===== config.mk =====
export PLATFORM = sky130hd
export DESIGN_NAME = pipe_ctrl
export DESIGN_NICKNAME = d
export VERILOG_FILES = /design/src/rtl/pipe_ctrl.sv
export SDC_FILE = /design/constraint.sdc
export NUM_CORES = 1
export LEC_CHECK = 0
export BUFFER_PORTS_ARGS = -buffer_cell sky130_fd_sc_hd__buf_2
export CAP_MARGIN = 5
export CORE_MARGIN = 4
export CORE_UTILIZATION = 30
export CTS_CLUSTER_DIAMETER = 50
export CTS_CLUSTER_SIZE = 20
export DETAILED_ROUTE_END_ITERATION = 16
export GPL_TIMING_DRIVEN = 0
export SLEW_MARGIN = 0
export SYNTH_ARGS = -nofsm -noshare
export SYNTH_HDL_FRONTEND = slang
export SYNTH_SLANG_ARGS = --single-unit

===== constraint.sdc =====
create_clock -name clk -period 2.5 [get_ports clk]
set_clock_uncertainty 0.05 [all_clocks]
set_input_delay 0.125 -clock clk [delete_from_list [all_inputs] [get_ports clk]]
set_output_delay 0.125 -clock clk [all_outputs]
set_load 0.01 [all_outputs]

===== src/rtl/pipe_ctrl.sv =====
// Pipeline stall/flush controller with memory-response capture and optional
// performance counters (enabled by defining PIPE_CTRL_PERF_EN).
module pipe_ctrl #(
   parameter int NUM_STAGES  = 5,
   parameter int HAZ_STAGE   = 2,
   parameter int FLUSH_STAGE = 3,
   parameter int DATA_W      = 32,
   parameter int CTR_W       = 32
) (
   input  logic                  clk,
   input  logic                  rst,
   input  logic                  imem_req,
   input  logic                  imem_resp,
   input  logic [DATA_W-1:0]     imem_rdata,
   input  logic                  dmem_req,
   input  logic                  dmem_resp,
   input  logic [DATA_W-1:0]     dmem_rdata,
   input  logic                  hazard_stall,
   input  logic                  redirect,
   input  logic                  perf_clr,
   output logic [NUM_STAGES-1:0] stage_load,
   output logic [NUM_STAGES-1:0] stage_flush,
   output logic [DATA_W-1:0]     fetch_rdata,
   output logic [DATA_W-1:0]     mem_rdata,
   output logic [CTR_W-1:0]      cyc_ctr,
   output logic [CTR_W-1:0]      mem_stall_ctr,
   output logic [CTR_W-1:0]      haz_stall_ctr,
   output logic [CTR_W-1:0]      redirect_ctr
);

   generate
      if (!(1 <= HAZ_STAGE && HAZ_STAGE < FLUSH_STAGE && FLUSH_STAGE < NUM_STAGES)) begin : g_bad_params
         $error("pipe_ctrl: requires 1 <= HAZ_STAGE < FLUSH_STAGE < NUM_STAGES");
      end
   endgenerate

   logic              i_done, d_done;
   logic [DATA_W-1:0] i_cap, d_cap;
   logic              mem_stall, advance;

   assign mem_stall = (imem_req & ~(imem_resp | i_done)) |
                      (dmem_req & ~(dmem_resp | d_done));
   assign advance   = ~mem_stall;

   // A response landing while the other channel still stalls is parked here
   // until the whole pipe advances.
   always_ff @(posedge clk or posedge rst) begin
      if (rst) begin
         // NOTE: sequential state uses <= so every flop samples pre-edge values.
         i_done <= 1'b0;
         d_done <= 1'b0;
         // NOTE: capture registers are reset too, so stale data never leaks after reset.
         i_cap  <= '0;
         d_cap  <= '0;
      end else if (advance) begin
         i_done <= 1'b0;
         d_done <= 1'b0;
      end else begin
         if (imem_req && imem_resp) begin
            i_done <= 1'b1;
            i_cap  <= imem_rdata;
         end
         if (dmem_req && dmem_resp) begin
            d_done <= 1'b1;
            d_cap  <= dmem_rdata;
         end
      end
   end

   assign fetch_rdata = i_done ? i_cap : imem_rdata;
   assign mem_rdata   = d_done ? d_cap : dmem_rdata;

   logic [NUM_STAGES-1:0] haz_load, haz_flush, redir_flush;

   always_comb begin
      // NOTE: defaults first so no path through this block infers a latch.
      haz_load    = '0;
      haz_flush   = '0;
      redir_flush = '0;
      for (int i = 0; i < NUM_STAGES; i++) begin
         haz_load[i]    = (i >= HAZ_STAGE);
         haz_flush[i]   = (i == HAZ_STAGE);
         redir_flush[i] = (i >= 1) && (i < FLUSH_STAGE);
      end
   end

   // Redirect wins over hazard; both wait while memory stalls.
   always_comb begin
      stage_load  = '0;
      stage_flush = '0;
      if (rst) begin
         stage_flush = '1;
      end else if (advance) begin
         if (redirect) begin
            stage_load  = '1;
            stage_flush = redir_flush;
         end else if (hazard_stall) begin
            stage_load  = haz_load;
            stage_flush = haz_flush;
         end else begin
            stage_load  = '1;
         end
      end
   end

`ifdef PIPE_CTRL_PERF_EN
   localparam logic [CTR_W-1:0] CTR_ONE = {{(CTR_W-1){1'b0}}, 1'b1};

   logic [CTR_W-1:0] cyc_q, mem_q, haz_q, red_q;

   function automatic logic [CTR_W-1:0] sat_inc(input logic [CTR_W-1:0] c, input logic en);
      return (en && (c != '1)) ? c + CTR_ONE : c;
   endfunction

   always_ff @(posedge clk or posedge rst) begin
      if (rst) begin
         cyc_q <= '0;
         mem_q <= '0;
         haz_q <= '0;
         red_q <= '0;
      end else if (perf_clr) begin
         cyc_q <= '0;
         mem_q <= '0;
         haz_q <= '0;
         red_q <= '0;
      end else begin
         cyc_q <= sat_inc(cyc_q, 1'b1);
         mem_q <= sat_inc(mem_q, mem_stall);
         haz_q <= sat_inc(haz_q, advance & hazard_stall & ~redirect);
         red_q <= sat_inc(red_q, advance & redirect);
      end
   end

   assign cyc_ctr       = cyc_q;
   assign mem_stall_ctr = mem_q;
   assign haz_stall_ctr = haz_q;
   assign redirect_ctr  = red_q;
`else
   logic unused_perf_clr;
   assign unused_perf_clr = perf_clr;

   assign cyc_ctr       = '0;
   assign mem_stall_ctr = '0;
   assign haz_stall_ctr = '0;
   assign redirect_ctr  = '0;
`endif

endmodule


==> reports/qor.txt, run 1 <==
CLOCK TREE
-------------------------------------------------------------------------------------------------
CTS clock-pin slew for the worst setup and hold paths                                     0.05 ns
Count of H-tree levels built during CTS                                                         3
CTS sink cnt                                                                                   66
TritonCTS clock tree                                                                         done
Clock latency reported for the late side of the worst-skew pair                           0.32 ns
CTS buffer count                                                                                9
CTS root buffer                                                                      sky130_fd_sc_hd__clkbuf_16
Maximum clock path buffer count                                                                 2

DETAILED ROUTING
-------------------------------------------------------------------------------------------------
Vias                                                                                         3333
Average via count per standard cell                                                         3.712
Drt pass-1 iters                                                                                3
Detailed-route wire length per cell                                                      11.78 µm
Detail Route Antenna Nets                                                                       0
Total routed wirelength                                                                  10.58 mm
Number of design rule violations left after detail routing                                      0
Detailed router's first-iteration violation count                                              44

FLOORPLAN
-------------------------------------------------------------------------------------------------
Die ar.                                                                                 16840 µm²
Chip height                                                                              129.8 µm
Floorplan Core Area                                                                     14530 µm²
Number of standard-cell rows in the floorplan                                                  44
Starting density of the core                                                               0.3060
I/O pin cnt                                                                                   275
Die Span X                                                                               129.8 µm

TIMING
-------------------------------------------------------------------------------------------------
Worst setup margin                                                                      0.4426 ns
Hold Vio Cnt, Final                                                                             0
Setup-violating endpoint count in the final report                                              0
Setup TNS                                                                                    0 ns
Fmax                                                                                   0.4860 GHz
Ratio of final minimum period to clock period                                              0.8230
Final-report max-slew violation count                                                           0
Final-layout worst hold slack                                                          0.02036 ns
Worst slew pin tran                                                                     0.8328 ns
Max-slew headroom                                                                          0.4448
Setup repair after global routing missed its margin                                         false
Minimum clock period                                                                     2.057 ns

PWR
-------------------------------------------------------------------------------------------------
Static Leakage                                                                        0.003641 µW
Combinational power share                                                                   0.272
Internal                                                                                  2677 µW
Sequential fraction of design power                                                         0.396
Clock power frac                                                                            0.332
Final Total Pwr                                                                           3599 µW
Worst voltage drop across the vdd grid                                                  0.2745 mV
Net Sw Power                                                                             922.0 µW
Total power density per cell area                                                    526.7 nW/µm²
Switching power share of the total                                                         0.2562

YOSYS
-------------------------------------------------------------------------------------------------
Post-synthesis cell area                                                                 4448 µm²
Number of enable-type register cells in the synthesized netlist                                 0
Synthesis warning total                                                                         0
Leading cell types by count after synthesis                                          134 x sky130_fd_sc_hd__buf_4, 68 x sky130_fd_sc_hd__mux2_2, 66 x sky130_fd_sc_hd__dfrtp_1, 30 x sky130_fd_sc_hd__mux2_1, 30 x sky130_fd_sc_hd__mux2_4
Average size of a mapped cell                                                           12.32 µm²
Largest area contributor in the synthesized netlist                                  sky130_fd_sc_hd__dfrtp_1
Post-synth top flop                                                                  sky130_fd_sc_hd__dfrtp_1
Number of distinct library cell variants in the gate-level netlist after synthesis             20
Portion of synthesized cell area occupied by the leading cell type                         0.3713
Proportion of synthesized chip area in sequential cells                                    0.3713
Syn Inst Count                                                                                361
Largest cells by area after synthesis                                                sky130_fd_sc_hd__dfrtp_1 37%, sky130_fd_sc_hd__buf_4 23%, sky130_fd_sc_hd__mux2_2 17%, sky130_fd_sc_hd__mux2_4 10%, sky130_fd_sc_hd__mux2_1 7.6%
Synthesized flop and latch total                                                               66
Proportion of synthesized flip-flops having asynchronous set or reset                       1.000
Leading cell type by number of instances after synthesis                             sky130_fd_sc_hd__buf_4

SETUP PATH
-------------------------------------------------------------------------------------------------
Data arrival time of the critical path                                                    1.88 ns
Maximum fanout count along the critical path                                                   10
Type of origin of the critical path                                                          flop
Critical path class                                                                  flop to output pin
Data required time at the worst endpoint                                                  2.33 ns
Worst reg2reg setup slack                                                                 0.65 ns
Critical Path End Type                                                                 output pin

GLOBAL ROUTE
-------------------------------------------------------------------------------------------------
Initial antenna violation count                                                                 0
Via count of the first global-routing pass                                                   3347
GRT Resource Usage Total                                                                   0.1201
Largest net degree at the start of global routing                                              69
First-pass GRT wire length                                                               16.10 mm
Aggregate global routing overflow                                                               0

FLOW RUN
-------------------------------------------------------------------------------------------------
Number of maximum-capacitance constraint violations                                             0

STATUS
-------------------------------------------------------------------------------------------------
Run status                                                                           complete, no violations

PLACE
-------------------------------------------------------------------------------------------------
GP Congestion                                                                              0.7434
IO Port Bufs                                                                                  145
Detailed placer's ending HPWL                                                            7.992 mm
Pre-CTS setup slack                                                                     0.6065 ns

FINAL LAYOUT
-------------------------------------------------------------------------------------------------
Growth of design area from synthesis to finish                                             53.64%
Filler instances                                                                             1359
Total number of nets in the final design                                                      783
Fraction of layout instances using a drive strength above 1                                0.5672
Antenna fix cells                                                                               0

WORST HOLD PATH
-------------------------------------------------------------------------------------------------
Path category of the worst min-delay check                                           primary input to flop

==> metrics by stage <==
stage,util,instance area (µm²),std cells
floorplan,-,4925,488
detailed placement,0.4048,5883,817
global route,0.4702,6834,898
finish,0.4702,6834,898
CTS,0.4702,6834,898
global placement,0.4046,5881,817
==> critical path, cell delays in order, from the launching register on <==
cell	delay, ns
sky130_fd_sc_hd__dfrtp_1	0.31
sky130_fd_sc_hd__buf_2	0.17
sky130_fd_sc_hd__clkbuf_1	0.52
sky130_fd_sc_hd__mux2_2	0.41
sky130_fd_sc_hd__buf_2	0.14
==> what timing repair did <==
action / 4_1_cts / 5_1_grt
buffers inserted: 0 / 0
endpoints found under the setup margin: 0 / 0
gates resized for setup: 0 / 0
hold buffers: 66 / 0
endpoints found under the hold margin: 66 / 0
==> layout make-up <==
class	count	area, µm²	share of cell area
multi-input cells	272	2142	0.3134
flip-flops and latches	66	1652	0.2417
repair buffers	211	1386	0.2029
inverters	2	10.01	0.001465
well taps	184	230.2	0.03369
clock buffers	13	280.3	0.04101
clock inverters	2	10.01	0.001465
plain buffers	148	1124	0.1644
==> kinds of logic after synthesis <==
family | Yosys count | share of synthesized area
multiplexers | 128 | 0.3494
other | 1 | 0.0008431
AO/OA/AOI/OAI | 5 | 0.006189
AND/OR/NAND/NOR | 11 | 0.01800
flip-flops | 66 | 0.3713
buffers and inverters | 150 | 0.2543
==> final timing paths <==
kind | from | to | cells after the start
worst min-delay path | imem_req | i_done | 3
worst max-delay path | d_done | mem_rdata[28] | 4
max in group asynchronous | rst | i_cap[26] | 3
min in group asynchronous | rst | i_done | 3
worst max register to register | d_done | i_cap[24] | 5
worst min register to register | i_cap[8] | i_cap[8] | 1
==> cells in the final DEF (no fill, tap or decap), drive strengths merged <==
| cell | count |
|---|---|
| nor2 | 6 |
| clkbuf | 18 |
| buf | 288 |
| a21oi | 2 |
| mux2 | 128 |
| or3b | 2 |
| o21ai | 2 |
| nand2 | 3 |
| dfrtp | 66 |
| a211oi | 1 |
| clkinv | 2 |
| dlygate4sd3 | 66 |
| inv | 2 |
| conb | 128 |
==> layer usage <==
metal,part of all wire,vias to the layer above,GRT usage
met5,0,-,0
met4,0.016,0,0.04707
met3,0.089,15,0.03111
met2,0.52,151,0.2141
met1,0.37,1514,0.1375
li1,-,1653,-
==> power by group through the flow <==
| stage | clock [µW] | sequential, µW | combinational [µW] |
|---|---|---|---|
| 5_1_grt | 1300 | 1450 | 1070 |
| 3_5_place_dp | 0 | 1430 | 897 |
| 6_report | 1200 | 1430 | 978 |
| 4_1_cts | 1260 | 1430 | 977 |
| 3_3_place_gp | 0 | 1420 | 877 |
| 2_1_floorplan | 0 | 1400 | 697 |
==> sequential cells by signal, indices dropped and copies added, names as in the netlist <==
register and count:
d_done 1, i_cap 32, d_cap 32, i_done 1
Power figures use the tool's default switching activity.
==> inputs of run 2 (changes only) <==
==> constraint.sdc (replaced) <==
create_clock -name clk -period 1.7 [get_ports clk]
set_clock_uncertainty 0.05 [all_clocks]
set_input_delay 0.085 -clock clk [delete_from_list [all_inputs] [get_ports clk]]
set_output_delay 0.085 -clock clk [all_outputs]
set_load 0.01 [all_outputs]
==> reports/qor.txt, run 2 (same netlist as run 1, synthesis figures left out) <==
SETUP PATH
------------------------------------------------------------------------------
Data required time at the worst endpoint                               1.87 ns   was 2.33 ns
Worst flop-to-flop path startpoint                                      d_done   unchanged
Capture point of the worst reg-to-reg path                           i_cap[28]   was i_cap[24]
Data arrival time of the critical path                                 1.93 ns   was 1.88 ns
Worst-path cell chain                                             or3b_4, nor2_4, buf_12, clkbuf_16, mux2_4   was buf_2, clkbuf_1, mux2_2, buf_2
Top cell family by delay on the critical path                     simple AND/OR/NAND/NOR gates   was buffers and inverters
Critical path launch point                                              d_done   unchanged
Total number of cells along the worst setup path                             5   was 4
Critical path class                                               flop to flop   was flop to output pin
CP max stage delay                                                     0.43 ns   was 0.52 ns
Worst reg2reg setup slack                                             -0.06 ns   was 0.65 ns
Maximum fanout count along the critical path                                 6   was 10
End point of the critical path                                       i_cap[28]   was mem_rdata[28]
Critical Path End Type                                                    flop   was output pin
CP bufs+invs                                                                 2   was 3
Critical-path cell with the highest stage delay                   sky130_fd_sc_hd__dfrtp_2   was sky130_fd_sc_hd__clkbuf_1
Depth of the worst register-to-register path                                 5   unchanged
Type of origin of the critical path                                       flop   unchanged

DETAILED ROUTING
------------------------------------------------------------------------------
Detailed-route wire length per cell                                   13.39 µm   was 11.78 µm
Number of design rule violations left after detail routing                   0   unchanged
Detailed router's first-iteration violation count                           44   unchanged
Average via count per standard cell                                      3.872   was 3.712
Drt pass-1 iters                                                             4   was 3
Total routed wirelength                                               12.31 mm   was 10.58 mm
Detail Route Antenna Nets                                                    0   unchanged
Vias                                                                      3558   was 3333

CLOCK TREE
------------------------------------------------------------------------------
Maximum clock path buffer count                                              2   unchanged
CTS root buffer                                                   sky130_fd_sc_hd__clkbuf_16   unchanged
Clock latency reported for the late side of the worst-skew pair        0.33 ns   was 0.32 ns
Count of H-tree levels built during CTS                                      3   unchanged
TritonCTS clock tree                                                      done   unchanged
CTS sink cnt                                                                66   unchanged
CTS buffer count                                                             9   unchanged
CTS clock-pin slew for the worst setup and hold paths                  0.05 ns   about the same

TIMING
------------------------------------------------------------------------------
Hold Vio Cnt, Final                                                          0   unchanged
Setup-violating endpoint count in the final report                          81   was 0
Worst setup margin                                                 -0.06182 ns   was 0.4426 ns
Minimum clock period                                                  1.762 ns
Setup repair after global routing missed its margin                       true   was false
Final-report max-slew violation count                                        0   unchanged
Worst slew pin tran                                                  0.8231 ns   was 0.8328 ns
Max-slew headroom                                                       0.4482   was 0.4448
Ratio of final minimum period to clock period                            1.036
Fmax                                                                0.5676 GHz

FINAL LAYOUT
------------------------------------------------------------------------------
Leading registers by flop count                                   d_cap (32), i_cap (32)   unchanged
Filler instances                                                          1213   was 1359
Commonest non-fill, non-tap cells in the layout                   134 x sky130_fd_sc_hd__buf_4, 128 x sky130_fd_sc_hd__conb_1, 118 x sky130_fd_sc_hd__buf_2, 78 x sky130_fd_sc_hd__mux2_4, 71 x sky130_fd_sc_hd__dlygate4sd3_1   was 146 x sky130_fd_sc_hd__buf_2, 134 x sky130_fd_sc_hd__buf_4, 128 x sky130_fd_sc_hd__conb_1, 68 x sky130_fd_sc_hd__mux2_2
Final Instance Area                                                   7649 µm²   was 6834 µm²
Total number of nets in the final design                                   803   was 783
Antenna fix cells                                                            0   unchanged
Most common library cell in the layout ignoring fill and taps     sky130_fd_sc_hd__buf_4   was sky130_fd_sc_hd__buf_2
Multi-input combinational cell area                                   2342 µm²   was 2142 µm²
Growth of design area from synthesis to finish                          71.96%   was 53.64%
Register Area                                                         1653 µm²   was 1652 µm²
Fraction of layout instances using a drive strength above 1             0.6231   was 0.5672
Post-layout util                                                        0.5263   was 0.4702

FLOORPLAN
------------------------------------------------------------------------------
Number of standard-cell rows in the floorplan                               44   unchanged
Starting density of the core                                            0.3060   unchanged
Die Span X                                                            129.8 µm   unchanged
Floorplan Core Area                                                  14530 µm²   unchanged
I/O pin cnt                                                                275   unchanged
Chip height                                                           129.8 µm   unchanged
Die ar.                                                              16840 µm²   unchanged

GLOBAL ROUTE
------------------------------------------------------------------------------
Initial antenna violation count                                              0   unchanged
First-pass GRT wire length                                            17.84 mm   was 16.10 mm
Via count of the first global-routing pass                                3569   was 3347
GRT Resource Usage Total                                                0.1353   was 0.1201
Aggregate global routing overflow                                            0   unchanged
Largest net degree at the start of global routing                           36   was 69

PWR
------------------------------------------------------------------------------
Worst voltage drop across the vdd grid                               0.4724 mV   was 0.2745 mV
Total power density per cell area                                 755.9 nW/µm²   was 526.7 nW/µm²
Static Leakage                                                     0.004013 µW   was 0.003641 µW

PLACE
------------------------------------------------------------------------------
IO Port Bufs                                                               145   unchanged
Placed Instance Area                                                  5904 µm²   was 5883 µm²
Detailed placer's ending HPWL                                         8.135 mm   was 7.992 mm
GP Congestion                                                           0.7644   was 0.7434

STATUS
------------------------------------------------------------------------------
Violations in the final reports                                   setup timing
Run status                                                        finished, violations left   was complete, no violations

WORST HOLD PATH
------------------------------------------------------------------------------
Path category of the worst min-delay check                        primary input to flop   unchanged

FLOW RUN
------------------------------------------------------------------------------
Number of maximum-capacitance constraint violations                          0   unchanged

==> run 2: report_power, final <==
| group | internal [µW] | switching, µW |
|---|---|---|
| registers | 1930 | 191 |
| clock network | 1210 | 672 |
| logic | 1150 | 625 |
| total | 4290 | 1490 |
==> run 2: repair_timing <==
item / in CTS / in global routing
pin swaps: 6 / 5
cloned: 2 / 5
setup endpoints to repair: 125 / 125
gates resized for setup: 84 / 40
hold buffers: 68 / 3
endpoints found under the hold margin: 99 / 33
setup buffers: 8 / 1
==> run 2: final cells by class <==
class / count / area share
clock buffers: 14 / 0.03452
flip-flops and latches: 66 / 0.2161
well taps: 184 / 0.03010
multi-input cells: 272 / 0.3062
repair buffers: 232 / 0.2454
clock inverters: 2 / 0.004580
plain buffers: 146 / 0.1610
repair inverters: 1 / 0.0006543
inverters: 2 / 0.001472
==> run 2: how the worst min path moves through the flow <==
stage | start | to | slack [ns] | cells after the start
after floorplan | imem_rdata[0] | i_cap[0] | 0.17 | 1
after global placement | imem_rdata[31] | i_cap[31] | 0.27 | 2
after detailed placement | rst | i_cap[4] | 0.26 | 2
after CTS | rst | i_cap[4] | -0.12 | 2
after global routing | dmem_resp | i_done | 0.05 | 3
final | dmem_resp | i_done | 0.05 | 3
==> run 2: per-layer routing <==
metal,share of wire,global-route usage
met3,0.099,0.06017
met4,0.0091,0.03117
met2,0.54,0.2448
met1,0.36,0.1452
met5,0,0
==> run 2: per-stage QoR <==
step                hold WS, ns  instances  power, µW  setup slack [ns]  TNS [ns]
floorplan                0.1697        488       3080          0.004065         0
global placement         0.2685        817       3389           -0.4904    -7.423
detailed placement       0.2559        818       3435           -0.1742    -7.466
CTS                     -0.1204        911       5729           -0.1209    -6.459
global route            0.05139        919       6120           -0.1233    -7.457
finish                  0.05377        919       5782          -0.06182    -2.720
==> run 2: worst min-delay path: cells and delay by family <==
family | cells | cell delay, ns
buf+inv | 1 | 0.10
simple gates | 2 | 0.22
